==> src/rtl/fifo_write_arbiter.sv <==
// Round-robin arbiter sharing one FIFO write port among NUM_REQ valid/ready producers.
// Optional FIFO_ARB_STATS_EN adds a 16-bit accepted-word counter on xfer_count_o.
module fifo_write_arbiter #(
    parameter int NUM_REQ   = 4,
    parameter int DATA_BITS = 8,
    parameter int MAX_BURST = 4
) (
    input  logic                         clock,
    input  logic                         reset,
    input  logic [NUM_REQ-1:0]           req_valid_i,
    input  logic [NUM_REQ*DATA_BITS-1:0] req_data_i,
    output logic [NUM_REQ-1:0]           req_ready_o,
    output logic                         fifo_write_o,
    output logic [DATA_BITS-1:0]         fifo_write_data_o,
    input  logic                         fifo_write_ready_i,
    output logic [NUM_REQ-1:0]           grant_o
`ifdef FIFO_ARB_STATS_EN
    ,
    output logic [15:0]                  xfer_count_o
`endif
);

    localparam int IW = (NUM_REQ > 1) ? $clog2(NUM_REQ) : 1;
    localparam int CW = $clog2(MAX_BURST + 1);

    typedef enum logic {IDLE, GRANT} state_t;

    state_t             state_q, state_d;
    logic [IW-1:0]      last_q, last_d;
    logic [NUM_REQ-1:0] grant_q, grant_d;
    logic [CW-1:0]      burst_q, burst_d;

    logic               any_req;
    logic [IW-1:0]      win;
    logic               gvalid;
    logic               xfer;
    logic               rel;
    logic [CW-1:0]      burst_inc;

    // last_q doubles as the granted index: it is loaded with every new grant.
    always_comb begin
        win = last_q;
        for (int i = NUM_REQ; i >= 1; i--) begin
            if (req_valid_i[(int'(last_q) + i) % NUM_REQ])
                win = IW'((int'(last_q) + i) % NUM_REQ);
        end
    end

    assign any_req   = |req_valid_i;
    assign gvalid    = (state_q == GRANT) && req_valid_i[last_q];
    assign xfer      = gvalid && fifo_write_ready_i;
    assign burst_inc = burst_q + CW'(1);
    assign rel       = (state_q == GRANT) &&
                       (!gvalid || (xfer && (burst_inc == CW'(MAX_BURST))));

    always_comb begin
        state_d = state_q;
        last_d  = last_q;
        grant_d = grant_q;
        burst_d = burst_q;
        unique case (state_q)
            IDLE: begin
                if (any_req) begin
                    state_d = GRANT;
                    last_d  = win;
                    grant_d = NUM_REQ'(1) << win;
                    burst_d = '0;
                end
            end
            GRANT: begin
                if (rel) begin
                    burst_d = '0;
                    if (any_req) begin
                        last_d  = win;
                        grant_d = NUM_REQ'(1) << win;
                    end else begin
                        state_d = IDLE;
                        grant_d = '0;
                    end
                end else if (xfer) begin
                    burst_d = burst_inc;
                end
            end
            default: begin
                state_d = IDLE;
                grant_d = '0;
                burst_d = '0;
            end
        endcase
    end

    always_ff @(posedge clock or posedge reset) begin
        if (reset) begin
            state_q <= IDLE;
            last_q  <= IW'(NUM_REQ - 1);
            grant_q <= '0;
            burst_q <= '0;
        end else begin
            state_q <= state_d;
            last_q  <= last_d;
            grant_q <= grant_d;
            burst_q <= burst_d;
        end
    end

    // Datapath is steered only by the stored grant; no valid->ready path exists.
    always_comb begin
        fifo_write_o      = 1'b0;
        fifo_write_data_o = '0;
        req_ready_o       = '0;
        if (state_q == GRANT) begin
            fifo_write_o      = gvalid;
            fifo_write_data_o = req_data_i[int'(last_q)*DATA_BITS +: DATA_BITS];
            req_ready_o       = grant_q & {NUM_REQ{fifo_write_ready_i}};
        end
    end

    assign grant_o = grant_q;

`ifdef FIFO_ARB_STATS_EN
    logic [15:0] xfer_count_q;

    always_ff @(posedge clock or posedge reset) begin
        if (reset)
            xfer_count_q <= '0;
        else if (xfer)
            xfer_count_q <= xfer_count_q + 16'd1;
    end

    assign xfer_count_o = xfer_count_q;
`endif

endmodule

==> config.mk <==
export PLATFORM = sky130hd
export DESIGN_NAME = fifo_write_arbiter
export DESIGN_NICKNAME = d
export VERILOG_FILES = /design/src/rtl/fifo_write_arbiter.sv
export SDC_FILE = /design/constraint.sdc
export NUM_CORES = 1
export LEC_CHECK = 0
export CORE_AREA = 2 2 52 54
export DETAILED_ROUTE_END_ITERATION = 6
export DIE_AREA = 0 0 54 56
export PLACE_DENSITY = 0.81
export SYNTH_ARGS = -nofsm -noshare
export SYNTH_HDL_FRONTEND = slang
export SYNTH_SLANG_ARGS = --single-unit
==> constraint.sdc <==
create_clock -name clock -period 5.75 [get_ports clock]
set_input_delay 1.15 -clock clock [delete_from_list [all_inputs] [get_ports clock]]
set_output_delay 1.15 -clock clock [all_outputs]
set_load 0.02 [all_outputs]
## Yosys cells after proc, flatten, opt, wreduce, memory -nomap -nowiden

Cells that the tools add are included.

| cells by class | value |
|---|---|
| add/sub/neg operators | 5 |
| multiply operators | 0 |
| div/mod/pow operators | 0 |
| order comparisons | 5 |
| equality and inequality tests | 4 |
| shifts and indexed selects | 2 |
| mux-type cells | 35 |
| bitwise operators | 6 |
| reduce and logical (&&, ||, !) cells | 13 |

Operators by type and width:

| cell | number |
|---|---|
| indexed part select 32 x 6 -> 8 bit | 1 |
| less-than comparator 3 x 4 -> 1 bit (second input constant) | 4 |
| two-way mux 4 bit | 4 |
| two-way mux 1 bit | 12 |
| two-way mux 2 bit | 6 |
| binary-select mux 1 bit (select 2 bit) | 5 |
| two-way mux 3 bit | 3 |
| two-way mux 8 bit | 1 |
| case mux 4 bit (2 select lines) | 1 |
| OR reduction 2 bit | 4 |
| case mux 3 bit (2 select lines) | 1 |
| adder 2 x 1 -> 2 bit (second input constant) | 2 |
| adder 2 bit (second input constant) | 2 |
| AND 1 bit (first input constant) | 4 |
| AND 4 bit | 1 |
| logical AND 1 bit | 4 |
| case mux 2 bit (2 select lines) | 1 |
| AND reduction 2 bit | 2 |
| OR reduction 4 bit | 1 |
| left shift 1 x 2 -> 4 bit (first input constant) | 1 |
| adder 3 x 1 -> 3 bit (second input constant) | 1 |
| == test 3 bit (second input constant) | 1 |
| less-than comparator 2 x 3 -> 1 bit (second input constant) | 1 |
| inequality test 3 x 1 -> 1 bit (second input constant) | 1 |
| other kinds (6) | 6 |

| word-level totals | value |
|---|---|
| register bits after elaboration | 10 |
| latch bits | 0 |
| memory bits (writable) | 0 |
| memory bits (read-only) | 0 |
| input bits | 39 |
| output and inout bits | 17 |
| word-level logic and storage cells | 74 |
| memories | 0 |

## Longest topological paths before layout

| depth | value |
|---|---|
| word-level depth | 14 |
| mapped depth | 5 |
| depth with buffers taken out | 5 |

## Least setup slack after synthesis

Ideal clock, no wire load.

| path | value |
|---|---|
| kind | input port to output port |
| start point | in req_data_i[24] |
| end point | out fifo_write_data_o[0] |
| data arrival time | 1.810 ns |
| data required time | 4.600 ns |
| setup slack | 2.790 ns |
| stages on the path | 2 |
| path buffers | 0 |
| path through | mux4_2 > and2_1 |

| on the way | value |
|---|---|
| cells in the longest elaborated chain, start to end | 2 |

RTL lines:

| element | line | text |
|---|---|---|
| from (decl) | 11 | `input logic [NUM_REQ*DATA_BITS-1:0] req_data_i,` |
| indexed part select 32 x 6 -> 8 bit | 113 | `fifo_write_data_o = req_data_i[int'(last_q)*DATA_BITS +: DATA_BITS];` |
| two-way mux 8 bit | 111 | `if (state_q == GRANT) begin` |
| to (decl) | 14 | `output logic [DATA_BITS-1:0] fifo_write_data_o,` |

Every way passes these cells.

## Worst setup path in the final report

| path | value |
|---|---|
| start point | in req_valid_i[3] |
| end point | out fifo_write_o |

| on the way | value |
|---|---|
| cells in the longest elaborated chain, start to end | 4 |

RTL lines:

| element | line | text |
|---|---|---|
| from (decl) | 10 | `input logic [NUM_REQ-1:0] req_valid_i,` |
| binary-select mux 1 bit (select 2 bit) | 50 | `assign gvalid = (state_q == GRANT) && req_valid_i[last_q];` |
| two-way mux 1 bit (not written as such) | 50 |  |
| logical AND 1 bit | 50 |  |
| two-way mux 1 bit | 111 |  |
| to (decl) | 13 | `output logic fifo_write_o,` |

Every way passes these cells. The select of a mux whose other input is x is not followed.

==> results.json <==
{
  "yosys.area_share.simple_pct": 17.5,
  "synthXorXnorAreaFrac_pct": 0,
  "routed.top_layer": "met4",
  "rsz0062_at_grt": "false",
  "clock_path_buffers": 2,
  "grt_start_max_net_pins": 19,
  "clkTransAtPathRegs_ns": 0.06,
  "clkSinkCount": 10,
  "antennaDiodeCount": 0,
  "regToRegSetupSlack_ns": 3.80,
  "ios": 56,
  "cts_resized": 0,
  "layout.nets": 176,
  "min_path_cells": 1,
  "crit_family": "buffers and inverters",
  "mostFrequentLayoutCell": "clkdlybuf4s50_1",
  "ys_warn_count": 0,
  "avgSynthCellArea_um2": 11.4,
  "drt_wl_total_mm": 2.64,
  "worstSetupStartpointType": "primary input",
  "dpl.hpwl_mm": 2.06,
  "syn_nets": 121,
  "ys_seq_area_share_pct": 27.8,
  "drv_cap": 0,
  "num_rows": 18,
  "routedWlPerCell_um": 16.1,
  "area_growth_pct": 66.0,
  "wl_met3_um": 378,
  "cp_cell_sequence": "clkdlybuf4s50_1 > mux2i_1 > o22ai_2 > clkdlybuf4s50_1",
  "ys_ff_latch": 10,
  "dpl.cell_count": 160,
  "finClkSkew_ns": 0.00779,
  "synth_top_family_by_area": "multiplexers",
  "min_from": "burst_q[2]$_DFFE_PP0P_",
  "grt_pass1_vias": 879,
  "drt_iter0_drc": 13,
  "cts_max_level": 1,
  "die-area_um2": 3020,
  "num-fill-cells": 205,
  "critPathSlowestCell": "clkdlybuf4s50_1",
  "r2r-start": "last_q[0]$_DFFE_PP1P_",
  "die_w_um": 54,
  "tightest_slew_ns": 0.504,
  "max_freq_mhz": 251,
  "dr_wl_met2_mm": 1.21,
  "synth_compound_area_share_pct": 15.8,
  "cts_setup_buffers": 0,
  "max_slew_margin_pct": 66.4,
  "hold_class": "flip-flop to flip-flop",
  "cts_tree": "yes",
  "multiInputGateArea_um2": 614,
  "crit_type": "primary input to output pin",
  "grt_use_total_pct": 17.7,
  "worstPathArrival_ns": 2.84,
  "fp.coreArea_um2": 2430,
  "end_kind": "output pin",
  "vias": 891,
  "fin_cells": 164,
  "syn_area_um2": 910,
  "start_util_pct": 37.4,
  "wl_met1_mm": 1.02,
  "final_cell_mix": "55 x clkdlybuf4s50_1, 9 x mux4_2, 8 x and2_1, 8 x dfrtp_1",
  "crit_path_max_fanout": 6,
  "cts_root_buf": "clkbuf_4",
  "power_density_nw_per_um2": 435,
  "finalHoldViolCount": 0,
  "holdWs_ns": 0.491,
  "grt_pass1_wl_mm": 4.05,
  "worstPathRequired_ns": 4.60,
  "slew_violations": 0,
  "gp_congestion": 0.799,
  "final_core_util_pct": 62.1,
  "period_minus_slack_ns": 3.99,
  "drt-pass1-iter-count": 4,
  "hold_path_end": "burst_q[2]$_DFFE_PP0P_",
  "tns_ns": 0,
  "overflow": 0,
  "synth.mux.area_fraction_pct": 31.5,
  "seq_area_um2": 253,
  "vias_per_cell": 5.43,
  "syn_inst": 80,
  "leakage_nw": 0.620,
  "timing.final.crit_share_pct": 69.4,
  "setup-violations-final": 0,
  "drive_gt1_share_pct": 17.9,
  "reg2reg_depth": 4,
  "die_y_um": 56,
  "ir_worst_vdd_v": 0.000318,
  "crit_top_cell": "clkdlybuf4s50_1",
  "ant_nets": 0,
  "clk_latency_ns": 0.27,
  "r2r-end": "burst_q[1]$_DFFE_PP0P_",
  "portBuffers": 55,
  "cts_buffers": 3,
  "synth_cell_types": 30,
  "path_buf_inv": 2,
  "antenna_found_initial": 0,
  "synth_adder_area_share_pct": 2.75,
  "drc": 0,
  "status": "finished clean",
  "holdBufCountCts": 0,
  "cp_slowest_stage_delay_ns": 0.67
}
[routing by layer]
metal / vias up / GRT usage [%]
met2: 52 / 30.0
met3: 4 / 6.99
met5: - / 0
li1: 413 / -
met1: 422 / 20.2
met4: 0 / 4.29
[metrics by stage]
stage	cell area (um^2)	power, mW	setup WS, ns
floorplan	910	0.440	2.79
global placement	1470	0.584	1.83
detailed placement	1470	0.596	1.76
CTS	1510	0.664	1.76
global route	1510	0.703	1.68
finish	1510	0.656	1.76
[how the worst max path moves through the flow]
stage / start / endpoint / slack [ns] / cells past startpoint
after floorplan: req_data_i[24] / fifo_write_data_o[0] / 2.79 / 2
after global placement: req_valid_i[3] / fifo_write_o / 1.83 / 4
after detailed placement: req_valid_i[3] / fifo_write_o / 1.76 / 4
after CTS: req_valid_i[3] / fifo_write_o / 1.76 / 4
after global routing: req_valid_i[3] / fifo_write_o / 1.68 / 4
final: req_valid_i[3] / fifo_write_o / 1.76 / 4
[power breakdown]
part           total, mW  internal (mW)  switching, mW  leakage [nW]
Combinational      0.431          0.257          0.174         0.477
Clock             0.0647         0.0385         0.0262        0.0210
Sequential         0.160          0.103         0.0574         0.122
Total              0.656          0.399          0.258         0.620
[logic make-up (layout without fill, tap and decap cells)]
family	count (synthesis)	count (layout)
DFF	10	10
and+or+nand+nor	26	26
buffers and inverters	10	64
adders and majority gates	2	2
AOI/OAI and AO/OA	16	16
muxes	16	16
[cell type report]
type / instances / area share [%]
multi-input combinational: 60 / 40.7
clock buffer: 4 / 2.40
inverter: 5 / 1.24
tap: 30 / 2.49
timing repair buffer: 55 / 36.5
sequential: 10 / 16.7
[worst register-to-register path, delay by kind of cell, from the launching register on]
family	cells	cell delay (ns)
DFF	1	0.80
muxes	2	0.62
AOI/OAI and AO/OA	2	0.41
[state kept, by name (all words and copies together), names as in the netlist]
register  count
grant_o       4
burst_q       3
state_q       1
last_q        2
[synth_stat cells, drive strengths merged]
cell | n | area [um^2]
nand2b | 1 | 6.26
clkbuf | 1 | 3.75
and2 | 8 | 50.1
a221oi | 1 | 8.76
mux2 | 5 | 63.8
a21o | 2 | 17.5
nand2 | 2 | 7.51
and3 | 4 | 25.0
o21ai | 3 | 15.0
a221o | 1 | 10.0
mux2i | 2 | 20.0
a32o | 4 | 40.0
ha | 2 | 25.0
nor2b | 1 | 6.26
dfstp | 2 | 52.6
nand3b | 1 | 7.51
or4 | 1 | 11.3
inv | 5 | 18.8
o21a | 1 | 7.51
a21oi | 2 | 13.8
a21boi | 1 | 18.8
o22ai | 1 | 12.5
buf | 4 | 20.0
or2b | 2 | 15.0
mux4 | 9 | 203
nor2 | 6 | 30.0
dfrtp | 8 | 200
No activity file was read; power rests on OpenSTA's default activity.
